$ cat src/rtl/game_core.sv
// HEROE gameplay engine: scrolls LFSR-spawned obstacles toward the hero digit, handles jumps,
// scores cleared obstacles and reports win/lose. Optional macro GAME_SPEEDUP_EN halves the tick period late in a run.
module game_core #(
    parameter int          TICK_DIV   = 25_000_000,
    parameter int          JUMP_TICKS = 2,
    parameter int          WIN_SCORE  = 10,
    parameter logic [2:0]  PLAY_STATE = 3'd2,
    parameter logic [4:0]  JUMP_KEY   = 5'd10
) (
    input  logic        clk,
    input  logic        rst_n,
    input  logic [2:0]  presente,
    input  logic [4:0]  key,
    input  logic        keypad_pressed,
    output logic [1:0]  W_or_L,
    output logic [3:0]  score,
    output logic [27:0] display_game
);

    localparam int CNT_W = (TICK_DIV > 1) ? $clog2(TICK_DIV) : 1;
    localparam int JMP_W = ($clog2(JUMP_TICKS + 1) > 0) ? $clog2(JUMP_TICKS + 1) : 1;

    localparam logic [7:0]       LFSR_SEED = 8'hA5;
    localparam logic [CNT_W-1:0] LAST_SLOW = CNT_W'(TICK_DIV - 1);
    localparam logic [JMP_W-1:0] JUMP_LOAD = JMP_W'(JUMP_TICKS);
    localparam logic [3:0]       WIN_Q     = 4'(WIN_SCORE);
`ifdef GAME_SPEEDUP_EN
    localparam logic [CNT_W-1:0] LAST_FAST = CNT_W'((TICK_DIV / 2 > 0) ? (TICK_DIV / 2 - 1) : 0);
    localparam logic [3:0]       HALF_Q    = 4'(WIN_SCORE / 2);
`endif

    localparam logic [6:0] SEG_OBST   = 7'b0010100;
    localparam logic [6:0] SEG_GROUND = 7'b0001000;
    localparam logic [6:0] SEG_AIR    = 7'b0000001;

    typedef enum logic [1:0] {
        S_IDLE = 2'd0,
        S_RUN  = 2'd1,
        S_WON  = 2'd2,
        S_LOST = 2'd3
    } state_e;

    state_e            state_q, state_d;
    logic [CNT_W-1:0]  cnt_q, cnt_d;
    logic [3:0]        occ_q, occ_d;
    logic [7:0]        lfsr_q, lfsr_d;
    logic [JMP_W-1:0]  jump_cnt_q, jump_cnt_d;
    logic [3:0]        score_q, score_d;
    logic              kp_q, kp_d;

    logic              in_play;
    logic [CNT_W-1:0]  cnt_last;
    logic              tick;
    logic              press_edge;
    logic              lose_hit;
    logic              win_hit;
    logic              decide;
    logic              spawn;
    logic [3:0]        score_next;
    logic [7:0]        lfsr_step;
    logic [6:0]        hero_seg;

`ifdef GAME_SPEEDUP_EN
    // Score only changes at a wrap, so the shorter period takes effect from the following wrap.
    assign cnt_last = (score_q >= HALF_Q) ? LAST_FAST : LAST_SLOW;
`else
    assign cnt_last = LAST_SLOW;
`endif

    assign in_play    = (presente == PLAY_STATE);
    assign tick       = (state_q == S_RUN) && (cnt_q >= cnt_last);
    assign press_edge = keypad_pressed && !kp_q && (key == JUMP_KEY);
    assign lose_hit   = occ_q[1] && (jump_cnt_q == '0);
    assign score_next = (occ_q[0] && (score_q < WIN_Q)) ? (score_q + 4'd1) : score_q;
    assign win_hit    = occ_q[0] && (score_next == WIN_Q);
    assign decide     = tick && (lose_hit || win_hit);
    assign spawn      = (lfsr_q[1:0] == 2'b00) && !occ_q[3] && !occ_q[2];
    assign lfsr_step  = {lfsr_q[6:0], lfsr_q[7] ^ lfsr_q[5] ^ lfsr_q[4] ^ lfsr_q[3]};

    // State register
    always_ff @(posedge clk or negedge rst_n) begin
        if (!rst_n) begin
            state_q <= S_IDLE;
        end else begin
            state_q <= state_d;
        end
    end

    // Next-state logic; losing wins the tie against winning on the same tick
    always_comb begin
        state_d = state_q;
        if (!in_play) begin
            state_d = S_IDLE;
        end else begin
            case (state_q)
                S_IDLE: state_d = S_RUN;
                S_RUN: begin
                    if (tick && lose_hit) begin
                        state_d = S_LOST;
                    end else if (tick && win_hit) begin
                        state_d = S_WON;
                    end
                end
                default: state_d = state_q;
            endcase
        end
    end

    // Datapath registers
    always_ff @(posedge clk or negedge rst_n) begin
        if (!rst_n) begin
            cnt_q      <= '0;
            occ_q      <= '0;
            lfsr_q     <= LFSR_SEED;
            jump_cnt_q <= '0;
            score_q    <= '0;
            kp_q       <= 1'b0;
        end else begin
            cnt_q      <= cnt_d;
            occ_q      <= occ_d;
            lfsr_q     <= lfsr_d;
            jump_cnt_q <= jump_cnt_d;
            score_q    <= score_d;
            kp_q       <= kp_d;
        end
    end

    // The deciding tick leaves track, LFSR and jump untouched so the frame freezes as last shown in RUN.
    always_comb begin
        cnt_d      = cnt_q;
        occ_d      = occ_q;
        lfsr_d     = lfsr_q;
        jump_cnt_d = jump_cnt_q;
        score_d    = score_q;
        kp_d       = keypad_pressed;

        if (!in_play || (state_q == S_IDLE)) begin
            cnt_d      = '0;
            occ_d      = '0;
            lfsr_d     = LFSR_SEED;
            jump_cnt_d = '0;
            score_d    = '0;
        end else if (state_q == S_RUN) begin
            cnt_d = tick ? '0 : (cnt_q + 1'b1);
            if (tick) begin
                score_d = score_next;
                if (!decide) begin
                    occ_d  = {spawn, occ_q[3:1]};
                    lfsr_d = lfsr_step;
                    if (jump_cnt_q != '0) begin
                        jump_cnt_d = jump_cnt_q - 1'b1;
                    end
                end
            end
            if (press_edge && (jump_cnt_q == '0) && !decide) begin
                jump_cnt_d = JUMP_LOAD;
            end
        end
    end

    // Outputs
    always_comb begin
        W_or_L       = 2'b00;
        display_game = '0;
        hero_seg     = (jump_cnt_q != '0) ? SEG_AIR : SEG_GROUND;
        case (state_q)
            S_WON:   W_or_L = 2'b01;
            S_LOST:  W_or_L = 2'b10;
            default: W_or_L = 2'b00;
        endcase
        if (state_q != S_IDLE) begin
            display_game = {occ_q[3] ? SEG_OBST : 7'b0,
                            occ_q[2] ? SEG_OBST : 7'b0,
                            occ_q[1] ? SEG_OBST : 7'b0,
                            (occ_q[0] ? SEG_OBST : 7'b0) | hero_seg};
        end
    end

    assign score = score_q;

endmodule
$ cat config.mk
export PLATFORM = sky130hd
export DESIGN_NAME = game_core
export DESIGN_NICKNAME = d
export VERILOG_FILES = /design/src/rtl/game_core.sv
export SDC_FILE = /design/constraint.sdc
export NUM_CORES = 1
export LEC_CHECK = 0
export CORE_ASPECT_RATIO = 0.7
export CORE_MARGIN = 2
export CORE_UTILIZATION = 55
export CTS_CLUSTER_SIZE = 16
export DETAILED_ROUTE_END_ITERATION = 8
export PLACE_DENSITY_LB_ADDON = 0.3
export SYNTH_ARGS = -nofsm -noshare
export SYNTH_HDL_FRONTEND = slang
export SYNTH_SLANG_ARGS = --single-unit
export TNS_END_PERCENT = 20
$ cat constraint.sdc
create_clock -name clk -period 5.6 [get_ports clk]
set_input_delay 0.84 -clock clk [delete_from_list [all_inputs] [get_ports clk]]
set_output_delay 0.84 -clock clk [all_outputs]
set_load 0.02 [all_outputs]
# Word level (Yosys, flattened, before mapping)
# Index checks and enable logic that the tools add are counted.
# Widths: inputs -> output; s select.
dict set report op_classes {
  bitwise_logic 4
  eq_ne 10
  order_cmp 2
  addsub 3
  n_reduce_logical 33
  n_shift 0
  multipliers 0
  muxes 32
  div_mod_pow 0
}
# op n
set op_table {}
lappend op_table {{$mux 25} 3}
lappend op_table {{$mux 4} 9}
lappend op_table {{$mux 8} 4}
lappend op_table {{$mux 26} 1}
lappend op_table {{$add 25x1->25 const B} 1}
lappend op_table {{$ge 25x25->1 const B} 1}
lappend op_table {{$mux 5} 4}
lappend op_table {{$mux 2} 9}
lappend op_table {{$logic_and 1x1->1} 13}
lappend op_table {{$pmux 2 s2} 2}
lappend op_table {{$reduce_bool 2->1} 4}
lappend op_table {{$logic_not 2->1} 3}
lappend op_table {{$ne 3x1->1 const B} 2}
lappend op_table {{$reduce_bool 3->1} 2}
lappend op_table {{$eq 5x4->1 const B} 1}
lappend op_table {{$logic_not 1->1} 5}
lappend op_table {{$or 5x4->5} 1}
lappend op_table {{$add 4x1->4 const B} 1}
lappend op_table {{$eq 2x2->1 const B} 2}
lappend op_table {{$eq 4x4->1 const B} 1}
lappend op_table {{$lt 4x4->1 const B} 1}
lappend op_table {{$ne 4x2->1 const B} 1}
lappend op_table {{$reduce_and 2->1} 2}
lappend op_table {{$reduce_and 4->1} 1}
lappend op_table {{7 further kinds} 10}
dict set report word_totals {
  mem_bits_ro 0
  ramBits 0
  register_bits 46
  memories 0
  output_inout_bits 34
  latch_bits 0
  inputBits 11
  elab_cells 91
}

# Depth between registers and ports, before layout
dict set report depth {
  word_depth 12
  mapped_depth 8
  mapped_depth_nobuf 8
}

# Least setup slack after synthesis
# No wires, ideal clock.
dict set report synth_timing {
  path_kind {in2reg}
  startpoint {input port presente[0]}
  endpoint {register jump_cnt_q[1]}
  arrival_ns 2.180
  required_time_ns 5.519
  setup_time_ns 0.081
  cell_stages 6
  n_path_buf 1
  setup_slack_ns 3.340
  cell_sequence {or3b_2 clkbuf_1 nor2_1 nand2_1 or4_1 o211ai_2}
}
dict set report synth_between {
  elab_chain_cells 5
  elab_cells_between_ends 9
  cone_classes {eq/ne (2); mux (1); reduce/logical (6)}
}
# item line
set synth_rtl {}
lappend synth_rtl {{start, declared} 12} ;# input logic [2:0] presente,
lappend synth_rtl {{$eq 3x2->1 *} 70} ;# assign in_play = (presente == PLAY_STATE);
lappend synth_rtl {{$logic_not 1->1 *} 137} ;# if (!in_play || (state_q == S_IDLE)) begin
lappend synth_rtl {{$logic_or 1x1->1 *} 137}
lappend synth_rtl {{$ne 3x1->1 (no source line) (tied with other cells)} --}
lappend synth_rtl {{$reduce_and 4->1 (no source line)} --}
lappend synth_rtl {{end signal, assigned} 122} ;# jump_cnt_q <= jump_cnt_d;
lappend synth_rtl {{end, declared} 47} ;# logic [JMP_W-1:0] jump_cnt_q, jump_cnt_d;
# Mark *: on every way between the ends. The rest lies on a longest branch, timed or not.
# A chain may end at the register's enable or synchronous reset.

# Worst setup path after layout
dict set report layout_timing {
  startpoint {input port presente[2]}
  endpoint {register cnt_q[23]}
}
dict set report layout_between {
  elab_chain_cells 4
  elab_cells_between_ends 5
  cone_classes {eq/ne (1); mux (1); reduce/logical (3)}
}
# item line
set layout_rtl {}
lappend layout_rtl {{$eq 3x2->1 *} 70}
lappend layout_rtl {{$logic_not 1->1 *} 137}
lappend layout_rtl {{$logic_or 1x1->1 *} 137}
lappend layout_rtl {{$mux 25 / $reduce_bool 2->1 (equally long branches)} --}
lappend layout_rtl {{end signal, assigned} 119} ;# cnt_q <= cnt_d;
lappend layout_rtl {{end, declared} 44} ;# logic [CNT_W-1:0] cnt_q, cnt_d;
# Marked as above.

==> impl_results.md <==
- Vias: between 2,000 and 2,500
- Number of nets still failing antenna checks after routing: 0
- Maximum vdd drop: roughly 0.00015 V
- Clock tree root driver cell: clkbuf_8
- Total Wirelength: 5220 µm
- Main synth FF type: dfrtp_1
- Syn. warnings: 0
- Hold_buf cts: 0
- Setup Buffers After CTS: 0
- DR vias/cell: 5.57
- GRT Util Overall: 0.206
- Synth Register Bits: 46
- Critical path capture point type: register
- CP startpoint: presente[2]
- Largest net degree at the start of global routing: 47
- R2R depth: 6
- Layout cells sized above 1: 0.0970
- RSZ-0062 raised after global routing: false
- Met3 Resource Use GR: 0.0436
- Post-route minimum period: approximately 2.9 ns
- Reg-to-reg startpoint: cnt_q[19]
- Pre-Repair DR Iteration Count: 4
- Buffers on Ports: 26
- Die ar.: approximately 5500 µm²
- R2R Path End: cnt_q[1]
- Slew headroom: 0.310
- First-pass GRT wire length: between 9000 and 10,000 µm
- Initial core utilization: 0.565
- Sequential share of the synthesized area: 0.430
- Hpwl dp: roughly 3700 µm
- Cells after Synth: about 280
- Cell Pwr Density: around 190 nW/µm²
- Largest fanout on the critical path: 12
- Slew @ Worst Pin: 1.04 ns
- Final Max Slew Viols: 0
- CP Class: input pin to register
- Crit share post-route: 0.524
- Final Net Count: 312
- Most used routing layer: met1
- CTS tree: done
- Antenna diodes: 0
- Startpoint types: input pin
- Die W: slightly below 90 µm
- Hold Crit Class: register to register
- Met2 GRT Util: 0.276
- Number of enable flip-flop cells after synthesis: 0
- Fin. Hold Viols: 0
- Hold path startpoint: lfsr_q[6]
- Wire length per cell: 14.2 µm
- Worst-path clk slew: about 0.09 ns
- P_leak: ~1.2 nW
- Mapped cell area: around 2700 µm²
- Die Ht: approximately 63 µm
- Worst Hold Path EP: lfsr_q[7]
- Syn Area/Cell: 9.71 µm²
- Worst Hold Path Cells: 1
- Setup tns final: 0 ns
- CTS H-tree depth: 2
- Drt initial violations: 136
- Cell Rows: 21
- Vias in the first global route: approximately 1,900
- Clock skew: about 0.011 ns
- GRT overflow: 0
- Setup Viol. Count Final: 0
- R2R setup slack: around 2.9 ns
- # resized after CTS: 0
- I/O pins: between 40 and 50
- Initial antenna violation count: 0
- Status: completed
- Syn-to-layout area delta: 10.7%
- Core Footprint: between 4000 and 5000 µm²
- CTS buffer count: 5
- Max Cap Viol: 0
- Distinct cell type count after synthesis: between 50 and 60
- Residual DRC: 0
- Total power: around 0.56 mW
- Met1 usage: 0.336
- Routability Congestion: just under 0.8
- Ys async rst share: 1.00
- Clk sinks: 46
- CP arrival: slightly above 3 ns
- Fmax: 0.341 GHz
- CTS max path bufs: 2
- Req. time, crit path: 5.75 ns
- Clock Latency Late Sink: ~0.3 ns
## cell usage after synthesis (4+ instances only)
library cell | instances | area, µm²
nand4_1 | 5 | 31.3
dfstp_2 | 4 | 105
buf_4 | 22 | 165
nand3_1 | 12 | 60.1
clkbuf_1 | 4 | 15.0
o21ai_0 | 9 | 45.0
nand2b_1 | 4 | 25.0
and3_1 | 4 | 25.0
nor2b_1 | 8 | 50.1
a21oi_1 | 6 | 30.0
xnor2_1 | 9 | 78.8
nor2_1 | 40 | 150
nand2_1 | 18 | 67.6
xor2_1 | 17 | 149
inv_1 | 4 | 15.0
o32a_1 | 4 | 40.0
dfrtp_1 | 42 | 1050
a32o_1 | 7 | 70.1
## final cells by class
| class | instances | area (µm²) |
|---|---|---|
| clock buffer | 6 | 72.6 |
| clock inverter | 2 | 10.0 |
| inverter | 4 | 15.0 |
| fill | 386 | 1780 |
| sequential | 46 | 1160 |
| tap | 69 | 86.3 |
| multi-input combinational | 214 | 1380 |
| timing repair buffer | 27 | 263 |
## state kept, by name (all words and copies together) (netlist names)
name,cells
cnt_q,25
jump_cnt_q,2
kp_q,1
lfsr_q,8
occ_q,4
score,4
state_q,2
## worst max-delay path, stage by stage
cell and delay, ns:
clkdlybuf4s50_1 0.49, nand4bb_1 0.41, nand4_1 0.31, or3_1 0.51, or3_1 0.34, xor2_1 0.13
nor2_1 0.05
## logic make-up (layout without fill, tap and decap cells)
group           count (synthesis)  count (layout)  share of synthesized area
xor+xnor                       26              26                     0.0847
fa+ha+maj                       3               3                     0.0140
simple gates                  115             115                      0.231
compound gates                 51              51                      0.153
mux                             1               1                    0.00372
buf+inv                        34              39                     0.0824
flops                          46              46                      0.430
other cells                     1              18                    0.00139
## cell usage in the layout (no fill, tap or decap), drive strengths merged, types with 4 or more instances in the layout
master / n
xnor2: 9
inv: 4
clkbuf: 6
nor2: 40
nand2: 18
and3: 5
dfrtp: 42
xor2: 17
o21ai: 11
dfstp: 4
a32o: 7
nand3: 12
conb: 18
nand4: 7
nand2b: 4
a21o: 4
a21oi: 7
o32a: 4
nor2b: 8
clkdlybuf4s50: 25
## worst max-delay path by stage
stage,end,slack (ns),cells past startpoint
final,cnt_q[23],2.67,7
after global routing,cnt_q[23],2.52,7
after floorplan,jump_cnt_q[1],3.34,6
after global placement,cnt_q[23],2.39,7
after CTS,cnt_q[23],2.67,7
after detailed placement,cnt_q[23],2.34,7
## report_power, final
group	switching [mW]	internal, mW
registers	0.000908	0.333
logic	0.0239	0.00896
clock network	0.111	0.0867
total	0.136	0.428
## metrics by stage
stage / cell area (µm²) / hold slack [ns] / setup WS (ns) / cells / utilization
2_1_floorplan: 2750 / 0.473 / 3.34 / 294 / -
3_3_place_gp: 2900 / 0.489 / 2.39 / 360 / 0.609
3_5_place_dp: 2900 / 0.503 / 2.34 / 360 / 0.609
4_1_cts: 2980 / 0.522 / 2.67 / 368 / 0.626
5_1_grt: 2980 / 0.541 / 2.52 / 368 / 0.626
6_report: 2980 / 0.519 / 2.67 / 368 / 0.626
## per-layer routing
layer,wire [µm],part of all wire
met5,0,0
met4,36,0.0069
met3,372,0.071
met2,2080,0.40
met1,2730,0.52
Note: power is estimated with default switching activity, not from simulation.
